==> src/rtl/hamming_word_arbiter.sv <==
// ---------------------------------------------------------------------------
// hamming_word_arbiter
//
// Round-robin arbiter sharing one 16-bit Avalon-ST word path among NUM_IN
// sources. A grant lasts at most BURST_LEN accepted words, or ends early as
// soon as the granted source drops valid. Accepted words go through a single
// registered output stage and are tagged with the index of their source.
//
// Handshake: a word moves on a rising clock edge when valid and ready are
// both high on that interface. Ready never depends on valid. A source that
// raises valid holds its data until it is accepted.
//
// Ports
//   clock        rising-edge clock
//   reset_n      asynchronous active-low reset
//   in_valid     per-source valid, bit i = source i
//   in_ready     per-source ready, at most one bit high (the granted source)
//   in_data      per-source words, source i at [16i+15:16i]
//   out_ready    downstream ready
//   out_valid    output register holds a word
//   out_data     registered word
//   out_channel  source index of out_data
//   busy         high while a grant is held (FSM state GRANTED)
// ---------------------------------------------------------------------------
module hamming_word_arbiter #(
  parameter int NUM_IN    = 4,
  parameter int BURST_LEN = 4,
  parameter int CH_W      = $clog2(NUM_IN)
) (
  input  logic                 clock,
  input  logic                 reset_n,
  input  logic [NUM_IN-1:0]    in_valid,
  output logic [NUM_IN-1:0]    in_ready,
  input  logic [16*NUM_IN-1:0] in_data,
  input  logic                 out_ready,
  output logic                 out_valid,
  output logic [15:0]          out_data,
  output logic [CH_W-1:0]      out_channel,
  output logic                 busy
);

  typedef enum logic {
    IDLE    = 1'b0,
    GRANTED = 1'b1
  } state_t;

  state_t          state, state_n;
  logic [CH_W-1:0] g, g_n;
  logic [CH_W-1:0] rr_ptr, rr_ptr_n;
  logic [CH_W-1:0] sel;
  logic [7:0]      burst_cnt, burst_cnt_n;
  logic            found;
  logic            g_valid;
  logic            g_ready;
  logic            xfer;
  logic [15:0]     words [NUM_IN];

  always_comb begin
    for (int i = 0; i < NUM_IN; i++) begin
      words[i] = in_data[16*i +: 16];
    end
  end

  // Scan rr_ptr, rr_ptr+1, ... (mod NUM_IN). The loop runs from the far end
  // back towards rr_ptr so the last hit written is the nearest one.
  always_comb begin
    int pos;
    sel   = '0;
    found = 1'b0;
    pos   = 0;
    for (int i = NUM_IN - 1; i >= 0; i--) begin
      pos = (int'(rr_ptr) + i) % NUM_IN;
      if (in_valid[pos[CH_W-1:0]]) begin
        sel   = pos[CH_W-1:0];
        found = 1'b1;
      end
    end
  end

  // The output register can take a word when it is empty or draining now.
  assign g_valid = in_valid[g];
  assign g_ready = ~out_valid | out_ready;
  assign xfer    = (state == GRANTED) & g_valid & g_ready;
  assign busy    = (state == GRANTED);

  always_comb begin
    in_ready = '0;
    if (state == GRANTED) begin
      in_ready[g] = g_ready;
    end
  end

  always_comb begin
    state_n     = state;
    g_n         = g;
    rr_ptr_n    = rr_ptr;
    burst_cnt_n = burst_cnt;
    case (state)
      IDLE: begin
        if (found) begin
          g_n         = sel;
          burst_cnt_n = 8'(BURST_LEN);
          state_n     = GRANTED;
        end
      end
      GRANTED: begin
        // Early release on a dropped valid; a stall (valid, not ready)
        // leaves both the grant and the burst count untouched.
        if (!g_valid || (xfer && burst_cnt == 8'd1)) begin
          state_n  = IDLE;
          rr_ptr_n = (g == CH_W'(NUM_IN - 1)) ? '0 : g + 1'b1;
        end
        if (xfer) begin
          burst_cnt_n = burst_cnt - 8'd1;
        end
      end
      default: state_n = IDLE;
    endcase
  end

  always_ff @(posedge clock or negedge reset_n) begin
    if (!reset_n) begin
      state     <= IDLE;
      g         <= '0;
      rr_ptr    <= '0;
      burst_cnt <= '0;
    end else begin
      state     <= state_n;
      g         <= g_n;
      rr_ptr    <= rr_ptr_n;
      burst_cnt <= burst_cnt_n;
    end
  end

  always_ff @(posedge clock or negedge reset_n) begin
    if (!reset_n) begin
      out_valid   <= 1'b0;
      out_data    <= 16'h0000;
      out_channel <= '0;
    end else if (xfer) begin
      out_valid   <= 1'b1;
      out_data    <= words[g];
      out_channel <= g;
    end else if (out_ready) begin
      out_valid   <= 1'b0;
    end
  end

endmodule

==> config.mk <==
export PLATFORM = sky130hd
export DESIGN_NAME = hamming_word_arbiter
export DESIGN_NICKNAME = d
export VERILOG_FILES = /design/src/rtl/hamming_word_arbiter.sv
export SDC_FILE = /design/constraint.sdc
export NUM_CORES = 1
export LEC_CHECK = 0
export ABC_AREA = 0
export CAP_MARGIN = 20
export CORE_ASPECT_RATIO = 0.6
export CORE_MARGIN = 1
export CORE_UTILIZATION = 38
export CTS_BUF_LIST = sky130_fd_sc_hd__clkbuf_8
export DETAILED_ROUTE_END_ITERATION = 8
export PLACE_DENSITY = 0.79
export SYNTH_ARGS = -nofsm -noshare
export SYNTH_HDL_FRONTEND = slang
export SYNTH_SLANG_ARGS = --single-unit
==> constraint.sdc <==
create_clock -name clock -period 1.89 [get_ports clock]
set_clock_uncertainty 0.2 [all_clocks]
set_input_delay 0.378 -clock clock [delete_from_list [all_inputs] [get_ports clock]]
set_output_delay 0.378 -clock clock [all_outputs]
set_load 0.02 [all_outputs]
==> qor.yml, run 1 <==
min_period_over_period: 1.05
yosysMostFrequentCell: "dfrtp_1"
vias_per_cell: 5.31
synth_area_um2: 1910
cap_violations: 0
synth_top_area_cell: "dfrtp_1"
antenna_found_initial: 0
synth_warnings: 0
path_class: "reg -> reg"
nets: 352
arrival_ps: 1930
fmax_ghz: 0.506
holdWs_ps: 228
fin_cells: 339
port_buffers: 94
gp_routability_congestion: 0.807
htree_levels: 2
grt_first_pass_wirelength_um: 9090
r2r_cells: 6
finalWorstSetupSlack_ps: -87.5
synthesis.nets: 224
synth_area_per_cell_um2: 13.0
first_global_vias: 1856
fin_tns_setup_ps: -1150
core_area_um2: 4710
dp_hpwl_um: 4040
netlist_instances: 147
die_w_um: 93.6
drive_gt1_frac: 0.362
rsz0062_at_grt: "yes"
clockBufferDepth: 2
start_util: 0.406
ys.flop_type: "dfrtp_1"
synth_top_cells_by_count: "dfrtp_1 (32), mux4_2 (17), mux2_1 (13)"
crit_required_ps: 1850
pwr_density_cell_nw_per_um2: 1550
irDropWorstVdd_mv: 0.755
path_max_fanout: 5
period_needed_ps: 1980
drv_slew: 0
drc: 0
diodes: 0
ant_nets: 0
tightest_slew_ps: 413
area_growth_pct: 82.5
synth_edf_count: 0
start_kind: "flip-flop"
clk-insertion-delay-late_ps: 290
chipHeight_um: 57.0
routed_wl_um: 5790
hold_path_class: "in -> reg"
synth_seq_cells: 32
grt_max_degree: 33
first_iter_violations: 88
setup_violations: 24
clk_pin_slew_ps: 80
hold_depth: 3
num_rows: 19
power.leakage_nw: 1.51
critPathCaptureType: "flip-flop"
num_vias: 1799
synthTopCellsByArea: "dfrtp_1 (42%), mux4_2 (20%), mux2_1 (7.7%)"
async_reset_ff_frac: 1.00
yosys.area.top_type_share: 0.419
dp.cells: 317
ios: 95
status: "finished, violations left"
hold_viol: 0
grt.overflow.total: 0
cts-buffers-inserted: 5
wire_per_inst_um: 17.1
grt.total_usage: 0.224
synth_cell_type_count: 34
cts_tree: "done"
fp.dieArea_um2: 5330
root_buffer: "clkbuf_8"
violations: "negative setup slack"
slew_headroom: 0.725
cts.sinks: 32
synth-seq-area-share: 0.419
first_pass_iters: 4
worst max-delay path, cell delays in order (launching register included):
cell      delay, ps
dfrtp_2         430
buf_6           120
mux4_2          260
buf_6           120
nand4_1         230
o311ai_2        370
o41ai_2         120
kinds of logic after synthesis:
| group | after synthesis | synth area share |
|---|---|---|
| AND/OR/NAND/NOR | 33 | 0.0981 |
| AO/OA/AOI/OAI | 22 | 0.0811 |
| XOR/XNOR | 1 | 0.00458 |
| flip-flops | 32 | 0.419 |
| buffers and inverters | 15 | 0.0379 |
| adder cells (fa/ha/maj) | 6 | 0.0392 |
| multiplexers | 38 | 0.320 |
layout make-up:
class,count,area (um^2)
timing repair buffer,130,1300
sequential,32,803
inverter,6,27.5
clock inverter,2,10.0
multi-input combinational,100,1190
tap,63,78.8
fill,325,1220
clock buffer,6,82.6
power breakdown:
group	internal (W)	switching (W)	total, W
Clock	0.000291	0.000265	0.000556
Sequential	0.00102	0.000262	0.00128
Combinational	0.00207	0.00152	0.00358
registers in the layout (all words and copies together) (netlist names):
signal and flops:
rr_ptr 2, out_channel 2, burst_cnt 8, g 2, out_valid 1, out_data 16
busy 1
metrics by stage:
step,utilization,instance area (um^2),worst slack [ps],power (W)
CTS,0.700,3290,-117,0.00494
finish,0.742,3490,-87.5,0.00542
detailed placement,0.652,3070,-546,0.00403
global route,0.742,3490,-192,0.00574
global placement,0.652,3070,-545,0.00395
floorplan,-,1930,-3.67,0.00284
worst paths after layout:
path / to / start / slack, ps
min in group asynchronous: out_valid$_DFFE_PN0P_ / reset_n / 300
worst min-delay path: out_valid$_DFFE_PN0P_ / out_ready / 230
worst max register to register: burst_cnt[6]$_DFFE_PN0P_ / g[0]$_DFFE_PN0P_ / -90
worst max-delay path: burst_cnt[6]$_DFFE_PN0P_ / g[0]$_DFFE_PN0P_ / -90
max in group asynchronous: g[0]$_DFFE_PN0P_ / reset_n / 870
worst min register to register: out_channel[0]$_DFFE_PN0P_ / out_channel[0]$_DFFE_PN0P_ / 300
cell usage in the layout (no fill, tap or decap), types with 2 or more instances in the layout:
cell             netlist  routed
o41ai_1                4       2
nand3_1                3       3
nand2_1               12      12
nor4_2                 1       2
o21ai_1                1       2
mux2i_1                5       5
buf_12                 0       4
mux4_2                17      17
o311ai_2               0       2
o41ai_2                1       3
o21a_1                 2       2
dlygate4sd2_1          0       6
inv_4                  0       2
clkbuf_8               0       6
buf_4                  1      26
buf_6                  1       6
dfrtp_2                0       2
nor2_1                 3       3
inv_1                  6       4
ha_1                   6       5
clkdlybuf4s50_1        0      83
a21oi_1                3       3
and3_4                 0       2
and3_1                 4       2
buf_2                  4       2
or3_4                  2       2
mux2_4                 0      15
dfrtp_1               32      30
o211ai_1               2       2
clkinv_2               0       2
o21ai_0                6       5
layer usage:
metal	track usage	part of all wire	wire, um
met1	0.283	0.42	2460
met2	0.378	0.46	2680
met3	0.0787	0.094	542
met4	0.0462	0.019	109
met5	0	0	0
timing repair:
item	CTS	global route
resized for setup	40	36
hold buffers	0	0
setup endpoints to repair	29	30
gates cloned	1	1
pin swaps	4	5
setup buffers	7	5
(Power assumes the default switching activity.)
==> run 2, diff against run 1 <==
--- a/config.mk
+++ b/config.mk
@@ -11,6 +11,6 @@
 export CORE_MARGIN = 1
-export CORE_UTILIZATION = 38
+export CORE_UTILIZATION = 35
 export CTS_BUF_LIST = sky130_fd_sc_hd__clkbuf_8
 export DETAILED_ROUTE_END_ITERATION = 8
-export PLACE_DENSITY = 0.79
+export PLACE_DENSITY = 0.74
 export SYNTH_ARGS = -nofsm -noshare
--- a/constraint.sdc
+++ b/constraint.sdc
@@ -4,2 +4,2 @@
 set_output_delay 0.378 -clock clock [all_outputs]
-set_load 0.02 [all_outputs]
+set_load 0.005 [all_outputs]
==> qor.yml, run 2 (synthesis results as in run 1) <==
status: "finished, violations left"  # unchanged
violations: "negative setup slack"  # unchanged
tightest_slew_ps: 417  # was 413 ps
grt_first_pass_wirelength_um: 8510  # was 9090 um
grt.overflow.total: 0  # unchanged
cap_violations: 0  # unchanged
vias_per_cell: 5.10  # was 5.31
die_w_um: 97.4  # was 93.6 um
p_total_w: 0.00503  # was 0.00542 W
hold_viol: 0  # unchanged
layout_commonest_cell: "clkdlybuf4s50_1"  # unchanged
chipHeight_um: 59.3  # was 57.0 um
clk_pin_slew_ps: 70  # was 80 ps
dp.cells: 324  # was 317
cts-buffers-inserted: 5  # unchanged
path_class: "reg -> reg"  # unchanged
final_cell_area_um2: 3450  # was 3490 um^2
core_area_um2: 5150  # was 4710 um^2
fp.dieArea_um2: 5780  # was 5330 um^2
setup_violations: 27  # was 24
cts_tree: "done"  # unchanged
root_buffer: "clkbuf_8"  # unchanged
min_period_over_period: 1.06  # was 1.05
period_needed_ps: 2010  # was 1980 ps
critPathTopFamily: "multiplexers"  # was compound AO/OA/AOI/OAI gates
fin_cells: 339  # unchanged
routed_wl_um: 5530  # was 5790 um
irDropWorstVdd_mv: 0.668  # was 0.755 mV
hold_path_class: "reg -> reg"  # was in -> reg
rsz0062_at_grt: "yes"  # unchanged
ant_nets: 0  # unchanged
layout_common_cells: "clkdlybuf4s50_1 (86), dfrtp_1 (29), buf_4 (23), mux4_2 (17), mux2_4 (16)"  # was clkdlybuf4s50_1 (83), dfrtp_1 (30), buf_4 (26), mux4_2 (17), mux2_4 (15)
drc: 0  # unchanged
top_register: "out_data"  # unchanged
first_global_vias: 1812  # was 1856
start_util: 0.371  # was 0.406
cpPeakStageDelay_ps: 580  # was 430 ps
dp_hpwl_um: 3960  # was 4040 um
num_rows: 20  # was 19
place_ws_ps: -441  # was -546 ps
finalWorstSetupSlack_ps: -117  # was -87.5 ps
critPathCaptureType: "flip-flop"  # unchanged
grt.total_usage: 0.191  # was 0.224
gp_routability_congestion: 0.775  # was 0.807
crit_buf_inv: 2  # unchanged
critPathSlowestCell: "mux4_2"  # was dfrtp_2
clockBufferDepth: 2  # unchanged
fmax_ghz: 0.498  # was 0.506 GHz
first_iter_violations: 56  # was 88
first_pass_iters: 4  # unchanged
diodes: 0  # unchanged
pwr_density_cell_nw_per_um2: 1460  # was 1550 nW/um^2
area_growth_pct: 80.6  # was 82.5%
wire_per_inst_um: 16.3  # was 17.1 um
htree_levels: 2  # unchanged
nets: 349  # was 352
largestRegisters: "out_data x16, burst_cnt x8"  # unchanged
arrival_ps: 1970  # was 1930 ps
slew_headroom: 0.722  # was 0.725
grt_max_degree: 33  # unchanged
power.leakage_nw: 1.50  # was 1.51 nW
placed_area_um2: 3110  # was 3070 um^2
crit_chain: "buf_6 -> mux4_2 -> nand3_4 -> buf_12 -> mux2_4"  # was buf_6 -> mux4_2 -> buf_6 -> nand4_1 -> o311ai_2 -> o41ai_2
drive_gt1_frac: 0.359  # was 0.362
antenna_found_initial: 0  # unchanged
crit_required_ps: 1850  # about the same
cts.sinks: 32  # unchanged
largest_register_ffs: 16  # unchanged
port_buffers: 94  # unchanged
start_kind: "flip-flop"  # unchanged
clk-insertion-delay-late_ps: 280  # was 290 ps
ios: 95  # unchanged
path_max_fanout: 10  # was 5
num_vias: 1730  # was 1799
drv_slew: 0  # unchanged
[run 2: cell types whose count changed in the layout (fill, tap and decap cells not counted), sizes merged]
cell	previous run	this run
inv	6	7
bufinv	0	1
clkdlybuf4s50	83	86
clkinv	2	1
buf	39	35
dlymetal6s2s	1	4
dlygate4sd2	6	0
[run 2: layout make-up]
class                   instances  area (um^2)
multi-input cells             100         1190
repair buffers                127         1250
inverters                       6         25.0
well taps                      66         82.6
clock buffers                   5         68.8
flip-flops and latches         32          805
clock inverters                 3         38.8
fillers                       406         1700
[run 2: worst register-to-register path: cells and delay by family, from the launching register on]
family | cells | cell delay, ps
buf+inv | 2 | 270
simple gates | 1 | 150
flops | 1 | 370
mux | 2 | 890
[run 2: what timing repair did]
item | 4_1_cts | 5_1_grt
gates cloned | 0 | 1
hold buffers | 0 | 0
pin swaps | 4 | 0
resized for setup | 35 | 32
setup endpoints to repair | 29 | 32
buffers inserted | 4 | 3
[run 2: metrics by stage]
stage,util,setup TNS (ps),hold WS [ps]
2_1_floorplan,-,0,-118
5_1_grt,0.670,-3650,313
3_5_place_dp,0.604,-12060,275
6_report,0.670,-2110,289
4_1_cts,0.646,-2790,289
3_3_place_gp,0.604,-11700,262
[run 2: final timing paths]
kind | startpoint | end | slack, ps | cells past startpoint
max | g[1]$_DFFE_PN0P_ | out_data[14]$_DFFE_PN0P_ | -120 | 5
min | burst_cnt[7]$_DFFE_PN0P_ | burst_cnt[7]$_DFFE_PN0P_ | 290 | 1
max reg2reg | g[1]$_DFFE_PN0P_ | out_data[14]$_DFFE_PN0P_ | -120 | 5
min reg2reg | burst_cnt[7]$_DFFE_PN0P_ | burst_cnt[7]$_DFFE_PN0P_ | 290 | 1
max in group asynchronous | reset_n | busy$_DFF_PN0_ | 850 | 2
min in group asynchronous | reset_n | rr_ptr[1]$_DFFE_PN0P_ | 310 | 2
[run 2: report_power, final]
| group | internal, W | switching (W) | leakage (nW) |
|---|---|---|---|
| clock | 0.000386 | 0.000248 | 0.0593 |
| combinational | 0.00193 | 0.00117 | 1.06 |
| sequential | 0.00102 | 0.000278 | 0.387 |
| total | 0.00333 | 0.00169 | 1.50 |
[run 2: layer usage]
metal  up-vias  wire length [um]  global-route usage
met5         -                 0                   0
met4         0                49              0.0504
met3         4               402              0.0625
met2        66              2610               0.331
met1       845              2470               0.235
li1        815                 -                   -
